==> config.mk <==
export PLATFORM = sky130hd
export DESIGN_NAME = layer_compositor
export DESIGN_NICKNAME = d
export VERILOG_FILES = /design/src/rtl/compositor_pkg.sv /design/src/rtl/priority_select.sv /design/src/rtl/layer_compositor.sv
export SDC_FILE = /design/constraint.sdc
export NUM_CORES = 1
export LEC_CHECK = 0
export ABC_AREA = 1
export ABC_CLOCK_PERIOD_IN_PS = 7900
export BUFFER_PORTS_ARGS = -buffer_cell sky130_fd_sc_hd__buf_2
export CORE_MARGIN = 2
export CORE_UTILIZATION = 59
export DETAILED_ROUTE_END_ITERATION = 10
export PLACE_DENSITY = 0.86
export RECOVER_POWER = 25
export SLEW_MARGIN = 10
export SYNTH_ARGS = -nofsm -noshare
export SYNTH_HDL_FRONTEND = slang
export SYNTH_SLANG_ARGS = --single-unit
==> constraint.sdc <==
create_clock -name clock -period 7.9 [get_ports clock]
set_input_delay 0.79 -clock clock [delete_from_list [all_inputs] [get_ports clock]]
set_output_delay 0.79 -clock clock [all_outputs]
set_load 0.02 [all_outputs]
==> src/rtl/compositor_pkg.sv <==
// Shared types for the layer compositor: colour/depth types and the winner-select record.
package compositor_pkg;

  localparam int DEFAULT_COLOR_W = 12;
  localparam int DEFAULT_DEPTH_W = 9;
  localparam int MAX_LAYERS      = 8;
  localparam int INDEX_W         = 3;

  typedef logic [DEFAULT_COLOR_W-1:0] color_t;
  typedef logic [DEFAULT_DEPTH_W-1:0] depth_t;

  localparam color_t COLOR_TRANSPARENT = 12'hFFF;

  typedef struct packed {
    logic               valid;
    logic [INDEX_W-1:0] index;
  } layer_sel_t;

endpackage

==> src/rtl/priority_select.sv <==
// Combinational argmax over the candidate sprite layers; ties resolve to the lowest index.
module priority_select
  import compositor_pkg::*;
#(
  parameter int NUM_LAYERS = 4,
  parameter int DEPTH_W    = 9
) (
  input  logic [NUM_LAYERS-1:0]         cand,
  input  logic [NUM_LAYERS*DEPTH_W-1:0] depth,
  output layer_sel_t                    sel
);

  localparam int LEAVES = MAX_LAYERS;

  logic [LEAVES-1:0]         cand_pad;
  logic [LEAVES*DEPTH_W-1:0] depth_pad;
  logic                      node_valid [1:2*LEAVES-1];
  logic [DEPTH_W-1:0]        node_depth [1:2*LEAVES-1];
  logic [INDEX_W-1:0]        node_index [1:2*LEAVES-1];
  logic                      take_left;

  // Heap-ordered tree: leaves at LEAVES..2*LEAVES-1, root at 1. The left child
  // always covers lower indices, so ">=" gives the lowest-index tie-break.
  always_comb begin
    cand_pad  = '0;
    depth_pad = '0;
    cand_pad[NUM_LAYERS-1:0]          = cand;
    depth_pad[NUM_LAYERS*DEPTH_W-1:0] = depth;
    take_left = 1'b0;
    for (int i = 0; i < LEAVES; i++) begin
      node_valid[LEAVES+i] = cand_pad[i];
      node_depth[LEAVES+i] = depth_pad[i*DEPTH_W +: DEPTH_W];
      node_index[LEAVES+i] = INDEX_W'(i);
    end
    for (int n = LEAVES-1; n >= 1; n--) begin
      take_left = node_valid[2*n] &&
                  (!node_valid[2*n+1] || (node_depth[2*n] >= node_depth[2*n+1]));
      node_valid[n] = node_valid[2*n] || node_valid[2*n+1];
      node_depth[n] = take_left ? node_depth[2*n] : node_depth[2*n+1];
      node_index[n] = take_left ? node_index[2*n] : node_index[2*n+1];
    end
    sel.valid = node_valid[1];
    sel.index = node_index[1];
  end

endmodule

==> src/rtl/layer_compositor.sv <==
// Two-stage sprite/object/floor compositor with frame-start shadowed depth keys and enables.
// Optional build macro LAYER_COMPOSITOR_BLANK_EN forces pixel_out to 0 during blanking.
module layer_compositor
  import compositor_pkg::*;
#(
  parameter int               NUM_LAYERS  = 4,
  parameter int               COLOR_W     = 12,
  parameter int               DEPTH_W     = 9,
  parameter logic [COLOR_W-1:0] TRANSPARENT = 12'hFFF
) (
  input  logic                          clock,
  input  logic                          reset,
  input  logic [NUM_LAYERS*COLOR_W-1:0] layer_pixel_in,
  input  logic [NUM_LAYERS*DEPTH_W-1:0] layer_depth_in,
  input  logic [NUM_LAYERS-1:0]         layer_en_in,
  input  logic [COLOR_W-1:0]            object_pixel_in,
  input  logic [COLOR_W-1:0]            floor_pixel_in,
  input  logic                          hsync_in,
  input  logic                          vsync_in,
  input  logic                          blank_in,
  output logic                          hsync_out,
  output logic                          vsync_out,
  output logic                          blank_out,
  output logic [COLOR_W-1:0]            pixel_out,
  output logic [15:0]                   frame_count
);

  logic                          vsync_prev;
  logic                          frame_start;
  logic [NUM_LAYERS-1:0]         shadow_en;
  logic [NUM_LAYERS*DEPTH_W-1:0] shadow_depth;
  logic [NUM_LAYERS-1:0]         eff_en;
  logic [NUM_LAYERS*DEPTH_W-1:0] eff_depth;
  logic [NUM_LAYERS-1:0]         cand;
  layer_sel_t                    sel;

  logic [NUM_LAYERS*COLOR_W-1:0] s1_layer;
  logic [COLOR_W-1:0]            s1_object;
  logic [COLOR_W-1:0]            s1_floor;
  logic                          s1_hsync;
  logic                          s1_vsync;
  logic                          s1_blank;
  layer_sel_t                    s1_sel;
  logic [COLOR_W-1:0]            next_pixel;

  assign frame_start = !vsync_in && vsync_prev;

  // On the frame-start edge the freshly captured keys already govern that pixel.
  assign eff_en    = frame_start ? layer_en_in    : shadow_en;
  assign eff_depth = frame_start ? layer_depth_in : shadow_depth;

  always_comb begin
    cand = '0;
    for (int i = 0; i < NUM_LAYERS; i++) begin
      cand[i] = eff_en[i] && (layer_pixel_in[i*COLOR_W +: COLOR_W] != TRANSPARENT);
    end
  end

  priority_select #(
    .NUM_LAYERS (NUM_LAYERS),
    .DEPTH_W    (DEPTH_W)
  ) u_priority_select (
    .cand  (cand),
    .depth (eff_depth),
    .sel   (sel)
  );

  // vsync_prev resets low so a vsync already low at reset release is not a frame start.
  always_ff @(posedge clock or negedge reset) begin
    if (!reset) begin
      vsync_prev   <= 1'b0;
      shadow_en    <= '0;
      shadow_depth <= '0;
      frame_count  <= 16'd0;
    end else begin
      vsync_prev <= vsync_in;
      if (frame_start) begin
        shadow_en    <= layer_en_in;
        shadow_depth <= layer_depth_in;
        frame_count  <= frame_count + 16'd1;
      end
    end
  end

  always_ff @(posedge clock or negedge reset) begin
    if (!reset) begin
      s1_layer  <= '0;
      s1_object <= '0;
      s1_floor  <= '0;
      s1_hsync  <= 1'b1;
      s1_vsync  <= 1'b1;
      s1_blank  <= 1'b1;
      s1_sel    <= '0;
    end else begin
      s1_layer  <= layer_pixel_in;
      s1_object <= object_pixel_in;
      s1_floor  <= floor_pixel_in;
      s1_hsync  <= hsync_in;
      s1_vsync  <= vsync_in;
      s1_blank  <= blank_in;
      s1_sel    <= sel;
    end
  end

  always_comb begin
    next_pixel = (s1_object != TRANSPARENT) ? s1_object : s1_floor;
    if (s1_sel.valid) begin
      for (int i = 0; i < NUM_LAYERS; i++) begin
        if (s1_sel.index == INDEX_W'(i)) begin
          next_pixel = s1_layer[i*COLOR_W +: COLOR_W];
        end
      end
    end
`ifdef LAYER_COMPOSITOR_BLANK_EN
    if (s1_blank) begin
      next_pixel = '0;
    end
`endif
  end

  always_ff @(posedge clock or negedge reset) begin
    if (!reset) begin
      hsync_out <= 1'b1;
      vsync_out <= 1'b1;
      blank_out <= 1'b1;
      pixel_out <= '0;
    end else begin
      hsync_out <= s1_hsync;
      vsync_out <= s1_vsync;
      blank_out <= s1_blank;
      pixel_out <= next_pixel;
    end
  end

endmodule

---- Yosys cells after proc, flatten, opt, wreduce, memory -nomap -nowiden ----
Index checks and enable logic that the tools add are counted.
Widths: inputs -> output; s select.
word-level totals
  register bits after elaboration ......... 151
  bits of input ports ..................... 117
operators by class
  $add $sub $neg .......................... 1
  reduce and logical (&&, ||, !) cells .... 19
  mux-type cells .......................... 14
  equality and inequality tests ........... 8
  magnitude comparators ................... 3
operator list
  operator               number
  $mux 12                6
  $ne 12x12->1 const B   5
  $mux 36                1
  $ge 9x9->1             3
  $mux 9                 2
  $add 16x1->16 const B  1
  $logic_and 1x1->1      8
  $eq 3x2->1 const B     2
  $logic_or 1x1->1       6
  $mux 3                 2
  $logic_not 1->1        4
  $mux 4                 1
  $eq 3x1->1 const B     1
  $logic_not 3->1        1
  $mux 1                 2

---- Longest topological paths before layout ----
  word-level depth ........................ 13
  gate-level depth with buffers ........... 27
  depth with buffers taken out ............ 24

---- Cells and area by module ----
From an unflattened synthesis, not the netlist that was laid out.
unflattened totals
  cells, all modules ...................... 757
  area total of the unflattened synthesis .. 6919.1 um2
by module, submodules not included
  module            area an instance (um2)  times used  cells each
  layer_compositor  5833.1                  1           570
  priority_select   1086.0                  1           187

---- Worst setup path before layout ----
OpenSTA, ideal clock, no wires.
  path type ............................... in2reg
  start ................................... in vsync_in
  end ..................................... reg s1_sel[0] (netlist bit)
  path slack .............................. 4.296 ns
  data required time ...................... 7.835 ns
  path buffers ............................ 3
  setup time .............................. 0.065 ns
  stages .................................. 25
  data arrival time ....................... 3.539 ns
  cells stage by stage .................... inv_2 nand2_2 buf_2 buf_2 nand2_1 o21ai_1 inv_1 ha_1 nand2_1 inv_1 o21ai_0 nand2_1 nor2_1 nand3_4 nand2_2 buf_4 nand2_1 nand2_1 ha_1 a21oi_1 o21a_1 nand4_1 o21ai_1 nand2_1 nand2_1
RTL lines
  item                  line                     RTL
  from (decl)           layer_compositor.sv:19   input logic vsync_in,
  to (signal assigned)  layer_compositor.sv:101  s1_sel <= sel;
  to (decl)             layer_compositor.sv:43   layer_sel_t s1_sel;

==> impl_metrics.csv <==
group,metric,value,unit
synth,synth_seq_area_share,56.2,%
sta,final.period_utilization,61.8,%
floorplanning,row_count,39,
synth,syn_area,6740,um2
sta,setup_viol_count_final,0,
synth,synth_cell_types,30,
setup_path,cpPeakStageDelay,3.40,ns
floorplanning,initial_core_util,59.8,%
setup_path,critical_path_class,"primary input to asynchronous set/reset pin",
sta,worst_hold_slack,0.356,ns
detailed_routing,routed-wl-met2,7990,um
setup_path,path_buf_inv,1,
sta,slew_headroom,-228,%
sta,hold_violations,0,
cells_and_area,utilization,72.3,%
floorplanning,die_y,111,um
detailed_routing,dr_wl_met3,725,um
detailed_routing,routedWlPerCell,14.2,um
setup_path,worstPathCellList,"clkbuf_1",
setup_path,critPathArrivalTime,4.24,ns
cts,cts_tree,"yes",
floorplanning,pin_count,148,
sta,tightestPinTransition,4.92,ns
detailed_routing,vias,5421,
detailed_routing,ant_nets,0,
cts,cts_resized,0,
setup_path,crit_family,"buffers and inverters",
placed_design,dp_hpwl,11100,um
status,violations,"capacitance limit, slew limit",
cts,hold_buffers,0,
global_route,track_usage,26.6,%
synth,syn_area_per_cell,8.78,um2
power_and_ir_drop,p_per_area,286,nW/um2
global_route,grt_max_degree,97,
sta,fin_tns_setup,0,ns
power_and_ir_drop,leakagePower,0.00433,uW
sta,period_minus_slack,4.88,ns
detailed_routing,drt_iter0_drc,315,
synth,synth_fp_nets,912,
cells_and_area,area_growth,20.8,%
detailed_routing,drc,0,
placed_design,gp_congestion,0.849,
cts,clkSlewWorstSetupHoldPaths,0.06,ns
run,cap_violations,1,
placed_design,portBuffers,147,
detailed_routing,dr.pass1.iters,5,
cts,clk_path_buf_depth,2,
cells_and_area,fillCellCount,865,
setup_path,cp.required,7.25,ns
detailed_routing,wl_met1,6330,um
sta,rsz0062_at_grt,"false",
power_and_ir_drop,comb_power_share,26.6,%
synth,ys_warn_count,0,
setup_path,cp_max_fo,96,
detailed_routing,highest_layer,"met4",
power_and_ir_drop,power.share.switching,32.7,%
cts,cts_made_buffers,17,
power_and_ir_drop,p_int,1570,uW
global_route,grt_pass1_wl,25500,um
floorplanning,die_area,12300,um2
floorplanning,core_area,11300,um2
detailed_routing,drt_wl_total,15300,um
setup_path,end_kind,"asynchronous set/reset pin",
hold_path,hold_path.class,"register to register",
cts,cts.htree.levels,4,
floorplanning,die_w,111,um
synth,ys_ff_latch,151,
power_and_ir_drop,pwr-share-clk,34.1,%
setup_path,worst_setup_path_start_kind,"primary input",
cells_and_area,drive_gt1_share,19.0,%
sta,clock.fmax,205,MHz
power_and_ir_drop,vdd_drop_max,0.000246,V
cts,clk_latency,0.43,ns
sta,finClkSkew,0.0128,ns
cts,cts.sinks,151,
setup_path,cp_slowest_cell,"clkbuf_1",
global_route,grt_pass1_vias,5410,
synth,syn_inst,768,
cts,post-cts-setup-buffers,0,
status,outcome,"finished with violations",
global_route,overflow,0,
power_and_ir_drop,seqPwrFrac,39.3,%
global_route,grt_antenna_before_repair,0,
detailed_routing,via_per_inst,5.04,
sta,slew_violations,97,
cells_and_area,fin_nets,1062,
power_and_ir_drop,switchingPower,761,uW
cts,root_buffer,"clkbuf_16",
==> cell families (layout without fill, tap and decap cells) <==
| group | after synthesis | in the layout | synth area share (%) |
|---|---|---|---|
| flip-flops | 151 | 151 | 56.2 |
| adder cells (fa/ha/maj) | 27 | 27 | 5.01 |
| buffers and inverters | 110 | 273 | 6.29 |
| XOR/XNOR | 14 | 14 | 1.82 |
| AND/OR/NAND/NOR | 375 | 375 | 23.5 |
| other | 0 | 1 | 0 |
| AO/OA/AOI/OAI | 91 | 91 | 7.26 |
==> cells in the mapped netlist <==
| master | count | area share, % |
|---|---|---|
| dfrtp_1 | 145 | 54 |
| nand3_1 | 28 | 2.1 |
| nor3_1 | 3 | 0.22 |
| or2_2 | 6 | 0.56 |
| o21ai_2 | 2 | 0.26 |
| inv_2 | 8 | 0.45 |
| dfstp_2 | 6 | 2.3 |
| xnor2_1 | 6 | 0.78 |
| nand3_4 | 1 | 0.26 |
| nand4_1 | 10 | 0.93 |
| a31oi_1 | 1 | 0.093 |
| ha_1 | 27 | 5.0 |
| nor2_4 | 1 | 0.17 |
| a21boi_1 | 8 | 0.89 |
| nand2_1 | 248 | 14 |
| nand2_2 | 3 | 0.28 |
| nor2_1 | 57 | 3.2 |
| buf_4 | 1 | 0.11 |
| clkbuf_1 | 13 | 0.72 |
| o21ai_1 | 16 | 1.2 |
| o21a_1 | 2 | 0.22 |
| nor2_2 | 4 | 0.37 |
| a21oi_1 | 35 | 2.6 |
| o21ai_0 | 27 | 2.0 |
| nor3_2 | 3 | 0.45 |
| or2_1 | 3 | 0.28 |
| nand3b_1 | 8 | 0.89 |
| buf_2 | 6 | 0.45 |
| inv_1 | 82 | 4.6 |
| xor2_1 | 8 | 1.0 |
==> cell type report <==
cell class / instances / area, um2 / area share, %
diodes: 1 / 2.50 / 0.0307
inverters: 90 / 338 / 4.15
multi-input cells: 507 / 2540 / 31.1
clock buffers: 22 / 464 / 5.70
repair buffers: 151 / 718 / 8.82
flip-flops and latches: 151 / 3790 / 46.5
well taps: 143 / 179 / 2.20
clock inverters: 10 / 121 / 1.49
==> worst paths after layout <==
kind                            start        endpoint  slack [ns]  cells after the start
max                             reset  frame_count[1]        3.02                      1
min                          s1_vsync       vsync_out        0.36                      0
max reg2reg                vsync_prev       s1_sel[0]        3.87                     17
min reg2reg                  s1_vsync       vsync_out        0.36                      0
max in group clock           vsync_in       s1_sel[0]        3.68                     19
min in group asynchronous       reset    s1_object[1]        2.14                      1
==> routing by layer <==
metal | global-route usage [%] | up-vias
li1 | - | 2721
met5 | 0 | -
met3 | 6.18 | 19
met1 | 32.3 | 2536
met4 | 9.08 | 0
met2 | 46.7 | 145
==> power by group through the flow <==
stage / Clock, uW / Combinational, uW / Sequential (uW)
floorplan: 0 / 363 / 978
global placement: 0 / 600 / 924
detailed placement: 0 / 615 / 928
CTS: 806 / 623 / 915
global route: 836 / 701 / 925
finish: 794 / 621 / 916
==> cell usage in the layout (no fill, tap or decap), drive strengths merged <==
cell type / Yosys / final
a21boi: 8 / 8
a21oi: 35 / 35
a31oi: 1 / 1
buf: 7 / 113
bufinv: 0 / 2
clkbuf: 13 / 60
clkinv: 0 / 3
clkinvlp: 0 / 4
dfrtp: 145 / 145
dfstp: 6 / 6
diode: 0 / 1
ha: 27 / 27
inv: 90 / 91
nand2: 251 / 251
nand3: 29 / 29
nand3b: 8 / 8
nand4: 10 / 10
nor2: 62 / 62
nor3: 6 / 6
o21a: 2 / 2
o21ai: 45 / 45
or2: 9 / 9
xnor2: 6 / 6
xor2: 8 / 8
==> stage by stage <==
step | power [uW] | worst slack [ns] | instances | instance area (um2)
2_1_floorplan | 1340 | 4.30 | 768 | 6740
3_3_place_gp | 1520 | 3.48 | 1042 | 7610
3_5_place_dp | 1540 | 3.35 | 1042 | 7610
4_1_cts | 2340 | 3.76 | 1074 | 8200
5_1_grt | 2460 | 1.82 | 1074 | 8140
6_report | 2330 | 3.02 | 1075 | 8150
==> sequential cells by signal, indices dropped and copies added (netlist names), 4 cells and up <==
name / cells
pixel_out: 12
frame_count: 16
s1_object: 12
shadow_en: 4
s1_sel: 4
shadow_depth: 36
s1_layer: 48
s1_floor: 12
Note: power is estimated with default switching activity, not from simulation.
